$ cat src/rtl/sram1r1w_arbiter.sv
// Two-client arbiter in front of a 1R1W SRAM macro. Reads and writes use independent round-robin pointers.
// Read data returns on one valid/ready channel, with same-cycle read/write collisions forwarded.
module sram1r1w_arbiter #(
  parameter int unsigned ADDR_W = 9,
  parameter int unsigned DATA_W = 32
) (
  input  logic              clk,
  input  logic              reset,
  input  logic              rd0_val,
  input  logic [ADDR_W-1:0] rd0_addr,
  output logic              rd0_rdy,
  input  logic              rd1_val,
  input  logic [ADDR_W-1:0] rd1_addr,
  output logic              rd1_rdy,
  input  logic              wr0_val,
  input  logic [ADDR_W-1:0] wr0_addr,
  input  logic [DATA_W-1:0] wr0_data,
  output logic              wr0_rdy,
  input  logic              wr1_val,
  input  logic [ADDR_W-1:0] wr1_addr,
  input  logic [DATA_W-1:0] wr1_data,
  output logic              wr1_rdy,
  output logic              resp_val,
  output logic              resp_id,
  output logic [DATA_W-1:0] resp_data,
  input  logic              resp_rdy,
  output logic [ADDR_W-1:0] sram_a1,
  output logic              sram_csb1,
  output logic              sram_oeb1,
  input  logic [DATA_W-1:0] sram_o1,
  output logic [ADDR_W-1:0] sram_a2,
  output logic              sram_csb2,
  output logic              sram_web2,
  output logic [DATA_W-1:0] sram_i2
);

  logic              rd_ptr_q, rd_ptr_d;
  logic              wr_ptr_q, wr_ptr_d;
  logic              resp_val_q, resp_val_d;
  logic              resp_id_q, resp_id_d;
  logic              fwd_q, fwd_d;
  logic [DATA_W-1:0] fwd_data_q, fwd_data_d;

  logic rd_en, rd_gnt, wr_gnt;

  // Pointer value 0 favours client 0; it flips only on a contested grant.
  always_comb begin
    rd_en      = ~reset & (~resp_val_q | resp_rdy);
    rd0_rdy    = rd_en & rd0_val & (~rd1_val | ~rd_ptr_q);
    rd1_rdy    = rd_en & rd1_val & (~rd0_val | rd_ptr_q);
    wr0_rdy    = ~reset & wr0_val & (~wr1_val | ~wr_ptr_q);
    wr1_rdy    = ~reset & wr1_val & (~wr0_val | wr_ptr_q);
    rd_gnt     = rd0_rdy | rd1_rdy;
    wr_gnt     = wr0_rdy | wr1_rdy;

    sram_a1    = rd1_rdy ? rd1_addr : rd0_addr;
    sram_csb1  = ~rd_gnt;
    sram_oeb1  = 1'b0;
    sram_a2    = wr1_rdy ? wr1_addr : wr0_addr;
    sram_i2    = wr1_rdy ? wr1_data : wr0_data;
    sram_csb2  = ~wr_gnt;
    sram_web2  = ~wr_gnt;

    rd_ptr_d   = rd_ptr_q;
    wr_ptr_d   = wr_ptr_q;
    resp_val_d = rd_gnt | (resp_val_q & ~resp_rdy);
    resp_id_d  = resp_id_q;
    fwd_d      = fwd_q;
    fwd_data_d = fwd_data_q;

    if (rd_en & rd0_val & rd1_val) rd_ptr_d = ~rd_ptr_q;
    if (~reset & wr0_val & wr1_val) wr_ptr_d = ~wr_ptr_q;

    // The macro returns pre-write data on a same-address collision, so capture the write data.
    if (rd_gnt) begin
      resp_id_d  = rd1_rdy;
      fwd_d      = wr_gnt & (sram_a1 == sram_a2);
      fwd_data_d = sram_i2;
    end
  end

  always_ff @(posedge clk) begin
    if (reset) begin
      rd_ptr_q   <= 1'b0;
      wr_ptr_q   <= 1'b0;
      resp_val_q <= 1'b0;
      resp_id_q  <= 1'b0;
      fwd_q      <= 1'b0;
      fwd_data_q <= '0;
    end else begin
      rd_ptr_q   <= rd_ptr_d;
      wr_ptr_q   <= wr_ptr_d;
      resp_val_q <= resp_val_d;
      resp_id_q  <= resp_id_d;
      fwd_q      <= fwd_d;
      fwd_data_q <= fwd_data_d;
    end
  end

  assign resp_val  = resp_val_q;
  assign resp_id   = resp_id_q;
  assign resp_data = fwd_q ? fwd_data_q : sram_o1;

endmodule

$ cat config.mk
export PLATFORM = sky130hd
export DESIGN_NAME = sram1r1w_arbiter
export DESIGN_NICKNAME = d
export VERILOG_FILES = /design/src/rtl/sram1r1w_arbiter.sv
export SDC_FILE = /design/constraint.sdc
export NUM_CORES = 1
export LEC_CHECK = 0
export ABC_AREA = 0
export CAP_MARGIN = 20
export CORE_MARGIN = 5
export CORE_UTILIZATION = 28
export CTS_CLUSTER_SIZE = 20
export DETAILED_ROUTE_END_ITERATION = 16
export GPL_TIMING_DRIVEN = 0
export PLACE_DENSITY = 0.88
export SYNTH_ARGS = -nofsm -noshare
export SYNTH_HDL_FRONTEND = slang
export SYNTH_SLANG_ARGS = --single-unit
$ cat constraint.sdc
create_clock -name clk -period 1.85 [get_ports clk]
set_clock_uncertainty 0.15 [all_clocks]
set_input_delay 0.37 -clock clk [delete_from_list [all_inputs] [get_ports clk]]
set_output_delay 0.37 -clock clk [all_outputs]
set_load 0.005 [all_outputs]
==> results of run 1 <==
==> metrics by stage <==
step	hold WS (ns)	std cells	instance area (µm²)
2_1_floorplan	0.2981	274	2499
3_3_place_gp	0.2907	610	4916
3_5_place_dp	0.3040	610	4916
4_1_cts	0.1468	695	6331
5_1_grt	0.1335	708	6584
6_report	0.1405	708	6584
==> timing repair <==
item                       4_1_cts  5_1_grt
hold endpoints to repair         0        0
hold buffers                     0        0
resized for setup              585       75
gates cloned                     5        0
setup endpoints to repair      123      118
pin swaps                        7        5
buffers inserted                73       27
==> layout make-up <==
cell class,count,area [µm²]
Fill cell,532,2052
Sequential cell,37,750.7
Inverter,5,38.79
Clock inverter,2,37.54
Clock buffer,6,82.58
Buffer,19,227.7
Multi-Input combinational cell,211,1984
Tap cell,108,135.1
Timing Repair Buffer,320,3327
==> layer usage <==
layer	up-vias	wire length [µm]	GRT usage, %
li1	1582	-	-
met1	1631	4961	25.06
met2	180	7687	46.22
met3	49	929	7.027
met4	0	592	9.841
met5	-	0	0
==> sequential cells by signal (all words and copies together) (netlist names) <==
register and count:
fwd_data_q 32, fwd_q 1, rd_ptr_q 1, resp_id 1, resp_val 1, wr_ptr_q 1
==> power breakdown <==
group | switching [mW] | total, mW | internal, mW
combinational | 0.481 | 1.39 | 0.907
sequential | 0.0405 | 0.903 | 0.862
clock | 0.298 | 0.737 | 0.438
total | 0.819 | 3.03 | 2.21
==> cells in the final DEF, fill, tap and decap left out, drive strengths merged, types with 2 or more instances in the layout <==
master / synthesis / layout
xor2: 11 / 11
nand2: 3 / 3
and3: 2 / 2
clkdlybuf4s50: 0 / 135
mux2: 82 / 82
dlygate4sd2: 0 / 2
nor2: 66 / 66
nor4: 2 / 2
buf: 9 / 186
inv: 4 / 4
nor3: 33 / 33
clkbuf: 12 / 20
dfxtp: 37 / 37
==> critical path, delay by kind of cell (launching register included) <==
kind,cells,cell delay (ns)
compound gates,1,0.20
mux,1,0.32
flops,1,0.36
buf+inv,4,0.53
==> cells by family (layout without fill, tap and decap cells) <==
family | after synthesis | count (layout) | share of synthesized area (%)
other | 1 | 1 | 0.1530
xor gates and xnor gates | 11 | 11 | 3.930
and+or+nand+nor | 109 | 109 | 19.30
buffers and inverters | 26 | 352 | 5.053
AOI/OAI and AO/OA | 8 | 8 | 3.063
DFF | 37 | 37 | 30.22
muxes | 82 | 82 | 38.28
==> how the worst min path moves through the flow <==
| stage | from | to | cells after the start |
|---|---|---|---|
| after global placement | resp_id | resp_id | 2 |
| after floorplan | resp_id | resp_id | 2 |
| after global routing | reset | fwd_data_q[31] | 2 |
| final | reset | fwd_data_q[31] | 2 |
| after detailed placement | resp_id | resp_id | 2 |
| after CTS | reset | fwd_data_q[29] | 2 |
==> summary.md, run 1 <==
| Metric | Value |
|---|---|
| Outcome | `finished with violations` |
| Violated checks | `setup timing` |
| Htree depth | `2` |
| Setup crit end | `sram_i2[0]` |
| Pre-CTS setup slack | `-1.287 ns` |
| Commonest cells post-synth | `mux2_2, nor2_1, dfxtp_1` |
| Register area share after synthesis | `a little under a third` |
| Slew Viols, Final | `0` |
| Seq cells post-synth | `37` |
| Wire per inst | `about 20 µm` |
| Layout cell share with drive strength beyond 1 | `a little over half` |
| Area grow syn2layout | `168.6%` |
| Critical path's largest stage delay | `0.36 ns` |
| CTS Buffer Depth | `2` |
| Residual DRC count | `0` |
| Crit. End Element | `primary output` |
| Crit path max-delay cell type | `dfxtp_4` |
| Clock sink count | `37` |
| Reg2reg start | `wr_ptr_q` |
| Nets | `738` |
| Gpl congestion | `0.8430` |
| Synthesized area | `approximately 2500 µm²` |
| Count leader, synth | `mux2_2` |
| Via count | `3442` |
| Core area | `approximately 8600 µm²` |
| Root Buffer | `clkbuf_8` |
| Post-synth ARST share | `0%` |
| Ports | `around 230` |
| Number of global-route vias before repair | `about 4000` |
| Util after Layout | `between 70% and 80%` |
| Die X | `approximately 100 µm` |
| Cell row count | `34` |
| Number of synthesized flops with an enable pin | `0` |
| Initial drt markers | `103` |
| ANT cells | `0` |
| Clk_lat worst skew | `0.29 ns` |
| CTS tree | `built` |
| Total Wirelength | `roughly 14000 µm` |
| Final setup violating endpoints | `87` |
| Critical path startpoint | `wr_ptr_q` |
| Worst IR drop on VDD | `0.3916 mV` |
| Initial antenna violation count | `0` |
| Remaining antenna violation count | `0` |
| Tot GR Track Use | `around a quarter` |
| P_leak | `around 3 nW` |
| MaxCap Viol Count | `0` |
| HPWL Detailed | `8787 µm` |
| Critical Path, Cell by Cell | `o211ai_4 > buf_8 > buf_8 > buf_6 > mux2_4 > buf_6` |
| Die Area | `about 11000 µm²` |
| Final Critical Period | `~2.2 ns` |
| WS Path Type | `register to primary output` |
| Cells on worst reg2reg path | `9` |
| Clock transition at path regs | `0.08 ns` |
| Worst Path Required | `1.33 ns` |
| Num CTS Buffers | `5` |
| Pwr dens | `approximately 460 nW/µm²` |
| Post-synthesis instance total | `~270` |
| Post-synth top area share | `a little over a third` |
| Setup ws final | `-0.3644 ns` |
| IO buf count | `approximately 230` |
| Pwr Total | `slightly above 3 mW` |
| Worst hold path type | `primary input to register` |
| Setup TNS | `-18.68 ns` |
| RSZ-0062 raised after global routing | `true` |
| Hold violation total from the final report | `0` |
| Startpoint types | `register` |
| RR Endpoint | `fwd_q` |
| Largest net degree at the start of global routing | `13` |
| Gr ovfl total | `0` |
| Worst R2R Setup Slack | `-0.25 ns` |
| Initial core utilization | `between 20 and 30%` |
| Syn_area_per_cell | `~8.9 µm²` |
| Post-route clock period utilization | `119.7%` |
| Top FF cell, synth | `dfxtp_1` |
| Die Span Y | `between 100 and 150 µm` |
| Vias per cell | `around 5` |
| F_max | `approximately 450 MHz` |
| First-pass GRT wire length | `approximately 21000 µm` |
| Worst Path Max Fanout | `6` |
| Top cells by area, synth | `mux2_2, dfxtp_1, nor2_1` |
| CP Data Arrival Time | `1.69 ns` |
| Syn. warnings | `0` |
| Library cells used by synthesis | `30` |
| Syn Nets | `between 400 and 500` |
| Drt pass-1 iters | `4` |
| Synth area leader | `mux2_2` |
(Power assumes the default switching activity.)
==> inputs of run 2 (changes only) <==
--- a/config.mk
+++ b/config.mk
@@ -6,6 +6,7 @@
 export NUM_CORES = 1
 export LEC_CHECK = 0
 export ABC_AREA = 0
+export ABC_CLOCK_PERIOD_IN_PS = 1850
 export CAP_MARGIN = 20
 export CORE_MARGIN = 5
 export CORE_UTILIZATION = 28
==> results of run 2 <==
Same layout as run 1: the final DEF is identical, and so are final timing and power.
==> inputs of run 3 (changes only) <==
--- a/config.mk
+++ b/config.mk
@@ -6,11 +6,10 @@
 export NUM_CORES = 1
 export LEC_CHECK = 0
 export ABC_AREA = 0
-export ABC_CLOCK_PERIOD_IN_PS = 1850
 export CAP_MARGIN = 20
 export CORE_MARGIN = 5
 export CORE_UTILIZATION = 28
-export CTS_CLUSTER_SIZE = 20
+export CTS_CLUSTER_SIZE = 12
 export DETAILED_ROUTE_END_ITERATION = 16
 export GPL_TIMING_DRIVEN = 0
 export PLACE_DENSITY = 0.88
==> results of run 3 <==
Same layout as run 1: the final DEF is identical, and so are final timing and power.
